==> src/rtl/serial_subtractor_pkg.sv <==
// Shared definitions for the bit-serial subtractor: FSM encodings and the
// helper that sizes the bit counter.
package serial_subtractor_pkg;

  localparam logic [1:0] ST_IDLE  = 2'd0;
  localparam logic [1:0] ST_SHIFT = 2'd1;
  localparam logic [1:0] ST_DONE  = 2'd2;

  // Counter must index WIDTH-1; a 1-bit counter still covers the WIDTH=2 case.
  function automatic int cnt_width(input int w);
    return (w < 2) ? 1 : $clog2(w);
  endfunction

endpackage

==> src/rtl/serial_subtractor_if.sv <==
// Start/busy/done handshake plus operand and result buses of the serial
// subtractor; the requester uses master, the subtractor uses slave.
interface serial_subtractor_if #(
  parameter int WIDTH = 8
);
  logic             start;
  logic [WIDTH-1:0] a;
  logic [WIDTH-1:0] b;
  logic             busy;
  logic             done;
  logic [WIDTH-1:0] diff;
  logic             bout;
  logic             ovf;

  modport master (
    output start, a, b,
    input  busy, done, diff, bout, ovf
  );

  modport slave (
    input  start, a, b,
    output busy, done, diff, bout, ovf
  );
endinterface

==> src/rtl/serial_subtractor_full_subtractor.sv <==
// One-bit full subtractor cell: d = x - y - bin, bo is the borrow out.
module full_subtractor (
  input  logic x,
  input  logic y,
  input  logic bin,
  output logic d,
  output logic bo
);
  assign d  = x ^ y ^ bin;
  assign bo = (~x & y) | (~(x ^ y) & bin);
endmodule

==> src/rtl/serial_subtractor.sv <==
// Bit-serial subtractor: computes a - b LSB first through a single
// full-subtractor cell with a registered borrow, WIDTH cycles per result.
module serial_subtractor
  import serial_subtractor_pkg::*;
#(
  parameter int WIDTH = 8
) (
  input  logic               clk,
  input  logic               rst_n,
  serial_subtractor_if.slave bus
);

  localparam int CW = cnt_width(WIDTH);

  logic [1:0]       state_q,  state_d;
  logic [WIDTH-1:0] a_sr_q,   a_sr_d;
  logic [WIDTH-1:0] b_sr_q,   b_sr_d;
  logic [WIDTH-1:0] wd_q,     wd_d;
  logic [CW-1:0]    cnt_q,    cnt_d;
  logic             borrow_q, borrow_d;
  logic             a_msb_q,  a_msb_d;
  logic             b_msb_q,  b_msb_d;
  logic [WIDTH-1:0] diff_q,   diff_d;
  logic             bout_q,   bout_d;
  logic             ovf_q,    ovf_d;

  logic             cell_d;
  logic             cell_bo;
  logic [WIDTH-1:0] wd_next;

  full_subtractor u_cell (
    .x   (a_sr_q[0]),
    .y   (b_sr_q[0]),
    .bin (borrow_q),
    .d   (cell_d),
    .bo  (cell_bo)
  );

  // Each new difference bit enters at the MSB, so after WIDTH shifts the
  // first (LSB) bit has walked down to position 0.
  assign wd_next = {cell_d, wd_q[WIDTH-1:1]};

  always_comb begin
    // NOTE: every signal gets a hold-value default first so no path through
    // the case leaves it unassigned, which would infer a latch.
    state_d  = state_q;
    a_sr_d   = a_sr_q;
    b_sr_d   = b_sr_q;
    wd_d     = wd_q;
    cnt_d    = cnt_q;
    borrow_d = borrow_q;
    a_msb_d  = a_msb_q;
    b_msb_d  = b_msb_q;
    diff_d   = diff_q;
    bout_d   = bout_q;
    ovf_d    = ovf_q;

    case (state_q)
      ST_IDLE, ST_DONE: begin
        if (bus.start) begin
          state_d  = ST_SHIFT;
          a_sr_d   = bus.a;
          b_sr_d   = bus.b;
          wd_d     = '0;
          cnt_d    = '0;
          borrow_d = 1'b0;
          a_msb_d  = bus.a[WIDTH-1];
          b_msb_d  = bus.b[WIDTH-1];
        end else begin
          state_d = ST_IDLE;
        end
      end

      ST_SHIFT: begin
        a_sr_d   = a_sr_q >> 1;
        b_sr_d   = b_sr_q >> 1;
        wd_d     = wd_next;
        borrow_d = cell_bo;
        cnt_d    = cnt_q + CW'(1);
        if (cnt_q == CW'(WIDTH - 1)) begin
          state_d = ST_DONE;
          diff_d  = wd_next;
          bout_d  = cell_bo;
          // Overflow only when operand signs differ and the result sign
          // disagrees with the minuend.
          ovf_d   = (a_msb_q != b_msb_q) && (cell_d != a_msb_q);
        end
      end

      default: state_d = ST_IDLE;
    endcase
  end

  // NOTE: the working shift registers are ordinary flops, not a memory, so
  // they are cleared by reset like the rest of the state; an aborted
  // operation leaves nothing behind.
  always_ff @(posedge clk or negedge rst_n) begin
    if (!rst_n) begin
      state_q  <= ST_IDLE;
      a_sr_q   <= '0;
      b_sr_q   <= '0;
      wd_q     <= '0;
      cnt_q    <= '0;
      borrow_q <= 1'b0;
      a_msb_q  <= 1'b0;
      b_msb_q  <= 1'b0;
      diff_q   <= '0;
      bout_q   <= 1'b0;
      ovf_q    <= 1'b0;
    end else begin
      // NOTE: non-blocking assignments so every flop samples the values
      // from before this edge, independent of statement order.
      state_q  <= state_d;
      a_sr_q   <= a_sr_d;
      b_sr_q   <= b_sr_d;
      wd_q     <= wd_d;
      cnt_q    <= cnt_d;
      borrow_q <= borrow_d;
      a_msb_q  <= a_msb_d;
      b_msb_q  <= b_msb_d;
      diff_q   <= diff_d;
      bout_q   <= bout_d;
      ovf_q    <= ovf_d;
    end
  end

  assign bus.busy = (state_q == ST_SHIFT);
  assign bus.done = (state_q == ST_DONE);
  assign bus.diff = diff_q;
  assign bus.bout = bout_q;
  assign bus.ovf  = ovf_q;

endmodule

==> src/flat_wrapper.sv <==
// flat-port wrapper written by rule: the top's interface ports become plain ports
module serial_subtractor_flat import serial_subtractor_pkg::*;
#(
  parameter int WIDTH = 8
)
  (clk, rst_n, bus_start, bus_a, bus_b, bus_busy, bus_done, bus_diff, bus_bout, bus_ovf);
  serial_subtractor_if #(.WIDTH(WIDTH)) bus_i ();
  input  logic clk;
  input  logic rst_n;
  input wire logic [$bits(bus_i.start)-1:0] bus_start;
  input wire logic [$bits(bus_i.a)-1:0] bus_a;
  input wire logic [$bits(bus_i.b)-1:0] bus_b;
  output wire logic [$bits(bus_i.busy)-1:0] bus_busy;
  output wire logic [$bits(bus_i.done)-1:0] bus_done;
  output wire logic [$bits(bus_i.diff)-1:0] bus_diff;
  output wire logic [$bits(bus_i.bout)-1:0] bus_bout;
  output wire logic [$bits(bus_i.ovf)-1:0] bus_ovf;
  assign bus_i.start = bus_start;
  assign bus_i.a = bus_a;
  assign bus_i.b = bus_b;
  assign bus_busy = bus_i.busy;
  assign bus_done = bus_i.done;
  assign bus_diff = bus_i.diff;
  assign bus_bout = bus_i.bout;
  assign bus_ovf = bus_i.ovf;
  serial_subtractor #(.WIDTH(WIDTH)) u_core (.clk(clk), .rst_n(rst_n), .bus(bus_i));
endmodule
==> config.mk <==
export PLATFORM = sky130hd
export DESIGN_NAME = serial_subtractor_flat
export DESIGN_NICKNAME = d
export VERILOG_FILES = /design/src/rtl/serial_subtractor_pkg.sv /design/src/rtl/serial_subtractor_if.sv /design/src/rtl/serial_subtractor_full_subtractor.sv /design/src/rtl/serial_subtractor.sv /design/src/flat_wrapper.sv
export SDC_FILE = /design/constraint.sdc
export NUM_CORES = 1
export LEC_CHECK = 0
export CAP_MARGIN = 30
export CORE_UTILIZATION = 40
export DETAILED_ROUTE_END_ITERATION = 10
export MAX_ROUTING_LAYER = met4
export PLACE_DENSITY = 0.64
export REMOVE_ABC_BUFFERS = 1
export SLEW_MARGIN = 40
export SYNTH_ARGS = -nofsm -noshare
export SYNTH_HDL_FRONTEND = slang
export SYNTH_SLANG_ARGS = --single-unit
==> constraint.sdc <==
create_clock -name clk -period 3.9 [get_ports clk]
set_input_delay 0.585 -clock clk [delete_from_list [all_inputs] [get_ports clk]]
set_output_delay 0.585 -clock clk [all_outputs]
set_load 0.05 [all_outputs]
==> metrics.md, run 1 <==
| Metric | Value |
|---|---|
| Cell chain of the critical path | nand2b_1, buf_4, inv_2, clkdlybuf4s50_1 |
| Combinational family with the most area after synthesis | simple AND/OR/NAND/NOR gates |
| Rel. slew slack | 0.563 |
| Unrepaired setup endpoints after global routing | false |
| Critical Path RT | 3.31 ns |
| Share of synthesized area spent on multiplexers | 0.0621 |
| Number of pins exceeding their max-slew limit in the final report | 0 |
| Endpoint kind of the worst setup timing path | primary output |
| Outcome | finished clean |
| Worst-case reg-to-reg path depth | 4 |
| Timing-limited maximum frequency | 374 MHz |
| Maximum buffer depth of the clock tree | 2 |
| Number of search-and-repair iterations in the first detailed-routing pass | 4 |
| Count of antenna-violating nets left after detailed routing | 0 |
| Hold/Removal Path Class | primary input to async pin |
| Global-route wire length before repair | 5200 um |
| Share of post-route cells with drive strength above 1 | 0.113 |
| Fraction of synthesized cell area in xor and xnor cells | 0 |
| Measured slew at the worst slew-check pin | 0.656 ns |
| Netlist Area Pre-Place | 1750 um^2 |
| CTS tree | yes |
| Destination of the worst register-to-register timing path | u_core.bus.diff[1] |
| Gpl congestion | 0.766 |
| Biggest cell delay along the critical path | 0.84 ns |
| Maximum number of pins on one net before global-route repair | 42 |
| Fraction of the yosys area taken by sequential cells | 0.585 |
| Count of different cell masters after synthesis | 24 |
| Antenna violations before repair | 0 |
| Post_cts resized | 0 |
| Share of the cycle needed by the critical path after routing | 0.686 |
| Vert. Die Dim | 68.2 um |
| Number of ports placed on the die boundary | 31 |
| Port Buffers | 30 |
| Kind of cell adding the most delay to the critical path | buffers and inverters |
| Final TNS setup | 0 ns |
| Aggregate global-route resource usage | 0.162 |
| Arrival time of the worst setup path | 2.09 ns |
| Area of all placed cells without fillers | 2160 um^2 |
| Power density relative to cell area | 911 nW/um^2 |
| Standard cell area after detailed placement | 2040 um^2 |
| Max VDD drop | 0.352 mV |
| Clk_lat worst skew | 0.29 ns |
| Total of warnings raised by yosys | 0 |
| Clock tree root buffer cell | clkbuf_8 |
| Standard-cell row count | 23 |
| Critical Path Fanout Max | 33 |
| H-tree Lvls | 2 |
| Yosys top cell area share | 0.585 |
| Post-CTS repair timing setup buffer count | 0 |
| N_diodes | 0 |
| Area enclosed by the die boundary | 4650 um^2 |
| Combined buffer and inverter count along the critical path | 3 |
| Layout overhead on the synthesized area | 23.1% |
| Net count reported at finish | 207 |
| Post-Syn Instances | 157 |
| FF+latch count, synth | 41 |
| Vias after detailed routing | 1182 |
| Final wirelength | 3060 um |
| Final-report hold violation count | 0 |
| Half-perimeter wire length after detailed placement | 2000 um |
| Synthesized-area fraction occupied by adder cells | 0.0257 |
| Static leakage | 0.989 nW |
| Synth area leader | dfrtp_1 |
| Hold bufs inserted after CTS | 0 |
| CP max-delay cell | clkdlybuf4s50_1 |
| Clk sink count | 41 |
| Average cell area after synthesis | 11.2 um^2 |
| Critical setup path kind | register to primary output |
| Maxcap violations | 0 |
| Gr ovfl total | 0 |
| Clock Skew | 0.00834 ns |
| Synthesized-area fraction occupied by and/or/nand/nor cells | 0.145 |
| Starting density of the core | 0.426 |
| Worst reg2reg startpoint | u_core.cnt_q[0] |
| Synthesized-area fraction occupied by ao, oa, aoi and oai cells | 0.124 |
| Worst-path clk slew | 0.08 ns |
| Standard cell core area | 4120 um^2 |
| Chip width | 68.2 um |
| Crit start category | register |
| Vias in the first global route | 1134 |
| Clock buffer count from CTS | 5 |
| Average routed wire per standard cell | 13.0 um |
| Leading post-synthesis cells by cell area | dfrtp_1 59%, nand2_1 7.7%, a22o_1 5.5% |
| Minimum clock period after layout | 2.68 ns |
| Setup violations, final | 0 |
| Starting DRT DRC Count | 83 |
| Worst-case register-to-register setup slack | 2.29 ns |
| Final routed DRC violation total | 0 |
| Number of vias per cell after detailed routing | 5.01 |
[cell usage in the layout, fill, tap and decap left out]
master,count
clkbuf_1,1
bufinv_16,1
mux2_4,5
fa_1,1
inv_1,3
buf_4,3
nand3_1,1
nand2_1,36
dfrtp_1,41
nor2_4,1
inv_2,1
o2bb2ai_1,1
clkdlybuf4s50_1,29
a22o_1,11
nor3b_1,1
a31oi_1,14
mux2_2,3
nor2b_1,3
ha_1,2
nand2b_1,2
nor2_1,14
clkbuf_8,6
a21oi_1,1
nand3b_2,1
o21ai_0,4
[flip-flops by register name (all words and copies together) (netlist names)]
| name | cells |
|---|---|
| u_core.borrow_q | 1 |
| u_core.bus.ovf | 1 |
| u_core.cnt_q | 3 |
| u_core.state_q | 2 |
| u_core.wd_q | 7 |
| u_core.bus.diff | 8 |
| u_core.bus.bout | 1 |
| u_core.b_sr_q | 8 |
| u_core.a_sr_q | 8 |
| u_core.a_msb_q | 1 |
| u_core.b_msb_q | 1 |
[kinds of logic (layout without fill, tap and decap cells)]
group	after synthesis	count (layout)
multiplexers	8	8
AND/OR/NAND/NOR	59	59
AO/OA/AOI/OAI	31	31
buffers and inverters	15	44
flip-flops	41	41
adder cells (fa/ha/maj)	3	3
[layer usage]
metal | vias to the layer above | track usage | share of wire
met5 | - | - | 0
met4 | 0 | 0.0469 | 0.011
met3 | 5 | 0.0600 | 0.048
met2 | 30 | 0.252 | 0.46
met1 | 561 | 0.195 | 0.48
li1 | 586 | - | -
[synthesized netlist by cell type]
cell	number
dfrtp_1	41
nor2_4	1
nor3b_1	1
a22o_1	11
mux2_2	3
a31oi_1	14
clkbuf_1	1
nand3_1	1
buf_2	3
nor2b_1	3
buf_4	3
inv_1	3
nand3b_2	1
a21oi_1	1
fa_1	1
ha_1	2
buf_6	4
nand2_1	36
nor2_1	14
o2bb2ai_1	1
nand2b_1	2
mux2_4	5
o21ai_0	4
inv_2	1
[power breakdown]
| group | switching [mW] | internal [mW] | total [mW] | leakage (nW) |
|---|---|---|---|---|
| Sequential | 0.120 | 0.626 | 0.746 | 0.497 |
| Clock | 0.140 | 0.209 | 0.348 | 0.0585 |
| Combinational | 0.507 | 0.365 | 0.871 | 0.433 |
[area by class of cell]
class	count	area [um^2]
clock inverters	1	30.0
repair buffers	32	313
flip-flops and latches	41	1030
fillers	359	1960
multi-input cells	101	626
clock buffers	7	86.3
inverters	4	15.0
well taps	50	62.6
[per-stage QoR]
step | hold WS, ns | cells | util | setup WS, ns | total power [mW]
floorplan | 0.289 | 146 | - | 1.96 | 1.37
global route | 0.299 | 236 | 0.524 | 1.09 | 2.12
detailed placement | 0.478 | 228 | 0.496 | 1.51 | 1.63
global placement | 0.475 | 228 | 0.496 | 1.55 | 1.60
finish | 0.259 | 236 | 0.524 | 1.22 | 1.97
CTS | 0.277 | 236 | 0.524 | 1.20 | 1.99
[worst max path at each step]
stage	startpoint	to	slack, ns	depth (start not counted)
2_1_floorplan	u_core.state_q[0]	bus_busy	1.96	2
3_3_place_gp	u_core.state_q[1]	bus_busy	1.55	4
3_5_place_dp	u_core.state_q[1]	bus_busy	1.51	4
4_1_cts	u_core.state_q[1]	bus_busy	1.20	4
5_1_grt	u_core.state_q[1]	bus_busy	1.09	4
6_report	u_core.state_q[1]	bus_busy	1.22	4
Power figures use the tool's default switching activity.
==> run 2, diff against run 1 <==
- PLACE_DENSITY: 0.64 -> 0.67
- clock period: 3.9 -> 2.4 ns (I/O delays scaled with it)
==> run 2 against run 1 <==
- final area decreased by 1.5%
- critical path type unchanged
- worst hold slack got worse by 0.22 ns
- critical path depth decreased by 2
- final cell count decreased by 0.85%
- largest power group unchanged
- first-iteration DRC count decreased by 17%
- die area unchanged
- global-route usage increased by 0.29 points
- setup slack got worse by 0.82 ns
- combinational power increased by 65%
==> metrics.md, run 2 (synthesis gave the netlist of run 1 again) <==
| Metric | Value |
|---|---|
| Maximum number of pins on one net before global-route repair | 42 |
| Number of pins exceeding their max-slew limit in the final report | 0 |
| Unrepaired setup endpoints after global routing | false |
| Minimum clock period after layout | 1.99 ns |
| Count of antenna-violating nets left after detailed routing | 0 |
| Clock tree root buffer cell | clkbuf_8 |
| Aggregate global-route resource usage | 0.165 |
| H-tree Lvls | 2 |
| Critical path launch point | u_core.state_q[0] |
| Hold bufs inserted after CTS | 0 |
| Rel. slew slack | 0.551 |
| Worst reg2reg startpoint | u_core.cnt_q[0] |
| Worst-case reg-to-reg path depth | 4 |
| Vias after detailed routing | 1198 |
| Fill cell total of the finished layout | 373 |
| Share of the cycle needed by the critical path after routing | 0.830 |
| Post_cts resized | 0 |
| Average routed wire per standard cell | 12.9 um |
| Half-perimeter wire length after detailed placement | 2010 um |
| Endpoint kind of the worst setup timing path | primary output |
| Measured slew at the worst slew-check pin | 0.673 ns |
| Multi-input gate area in the final layout | 626 um^2 |
| Starting DRT DRC Count | 69 |
| Critical Path Fanout Max | 5 |
| Hold/Removal Path Class | primary input to async pin |
| Starting density of the core | 0.426 |
| Clk sink count | 41 |
| Area enclosed by the die boundary | 4650 um^2 |
| Number of search-and-repair iterations in the first detailed-routing pass | 4 |
| Post-CTS repair timing setup buffer count | 0 |
| CTS tree | yes |
| Final wirelength | 3020 um |
| Max VDD drop | 0.509 mV |
| Static leakage | 0.976 nW |
| Share of post-route cells with drive strength above 1 | 0.114 |
| Utilization after layout | 0.517 |
| Net count reported at finish | 207 |
| Gpl congestion | 0.733 |
| Worst-case register-to-register setup slack | 0.77 ns |
| Most common cell after layout, fill and taps aside | dfrtp_1 |
| Clock buffer count from CTS | 5 |
| Final-report hold violation count | 0 |
| Global-route wire length before repair | 5270 um |
| Setup violations, final | 0 |
| Critical Path RT | 2.04 ns |
| Vias in the first global route | 1175 |
| Antenna violations before repair | 0 |
| Standard-cell row count | 23 |
| Maxcap violations | 0 |
| Port Buffers | 30 |
| Reg area | 1030 um^2 |
| Power density relative to cell area | 1440 nW/um^2 |
| Commonest non-fill, non-tap cells in the layout | 41 x dfrtp_1, 36 x nand2_1, 28 x clkdlybuf4s50_1, 14 x nor2_1, 14 x a31oi_1 |
| Clock Skew | 0.00849 ns |
| Critical setup path kind | register to primary output |
| N_diodes | 0 |
| Endpoint of the worst setup timing path | bus_done |
| Maximum buffer depth of the clock tree | 2 |
| Destination of the worst register-to-register timing path | u_core.bus.diff[2] |
| Crit start category | register |
| Gr ovfl total | 0 |
| Vert. Die Dim | 68.2 um |
| Layout overhead on the synthesized area | 21.3% |
| Final routed DRC violation total | 0 |
| Final TNS setup | 0 ns |
| Clk_lat worst skew | 0.29 ns |
| Timing-limited maximum frequency | 502 MHz |
| Outcome | finished clean |
| Chip width | 68.2 um |
| Arrival time of the worst setup path | 1.63 ns |
| Number of ports placed on the die boundary | 31 |
| Worst-path clk slew | 0.07 ns |
| Number of vias per cell after detailed routing | 5.12 |
| Standard cell core area | 4120 um^2 |
-- run 2: per-layer routing --
metal | wire length (um) | up-vias | global-route usage
met3 | 140 | 5 | 0.0450
met4 | 47 | 0 | 0.0781
met2 | 1410 | 37 | 0.259
li1 | - | 587 | -
met5 | 0 | - | -
met1 | 1420 | 569 | 0.195
-- run 2: per-stage QoR --
| step | instance area (um^2) | worst slack (ns) | hold WS [ns] | total power [mW] | cells |
|---|---|---|---|---|---|
| after floorplan | 1670 | 0.525 | 0.0644 | 2.22 | 146 |
| after global placement | 2050 | 0.713 | 0.472 | 2.62 | 228 |
| after detailed placement | 2050 | 0.684 | 0.366 | 2.67 | 228 |
| after CTS | 2130 | 0.388 | 0.0553 | 3.09 | 234 |
| after global routing | 2130 | 0.342 | 0.0667 | 3.30 | 234 |
| final | 2130 | 0.407 | 0.0389 | 3.05 | 234 |
-- run 2: cell type report --
cell class | count | share of cell area
sequential | 41 | 0.483
clock inverter | 1 | 0.00235
clock buffer | 5 | 0.0324
multi-input combinational | 101 | 0.294
timing repair buffer | 32 | 0.152
inverter | 4 | 0.00706
tap | 50 | 0.0294
-- run 2: critical path, cell delays in order (launching register included) --
cell and delay, ns:
dfrtp_1 0.42, nor2b_1 0.12, clkdlybuf4s50_1 0.80
-- run 2: how the worst min path moves through the flow --
| stage | start | to | slack (ns) | cells after the start |
|---|---|---|---|---|
| after floorplan | rst_n | u_core.a_msb_q | 0.06 | 0 |
| after global placement | u_core.borrow_q | u_core.borrow_q | 0.47 | 1 |
| after detailed placement | rst_n | u_core.bus.diff[0] | 0.37 | 1 |
| after CTS | rst_n | u_core.bus.bout | 0.06 | 1 |
| after global routing | rst_n | u_core.a_sr_q[6] | 0.07 | 1 |
| final | rst_n | u_core.bus.ovf | 0.04 | 1 |
-- run 2: power by group --
group	switching [mW]	total, mW	leakage (nW)	internal, mW
clock network	0.217	0.408	0.0399	0.191
logic	0.825	1.44	0.439	0.613
registers	0.191	1.21	0.497	1.02
total	1.23	3.05	0.976	1.82
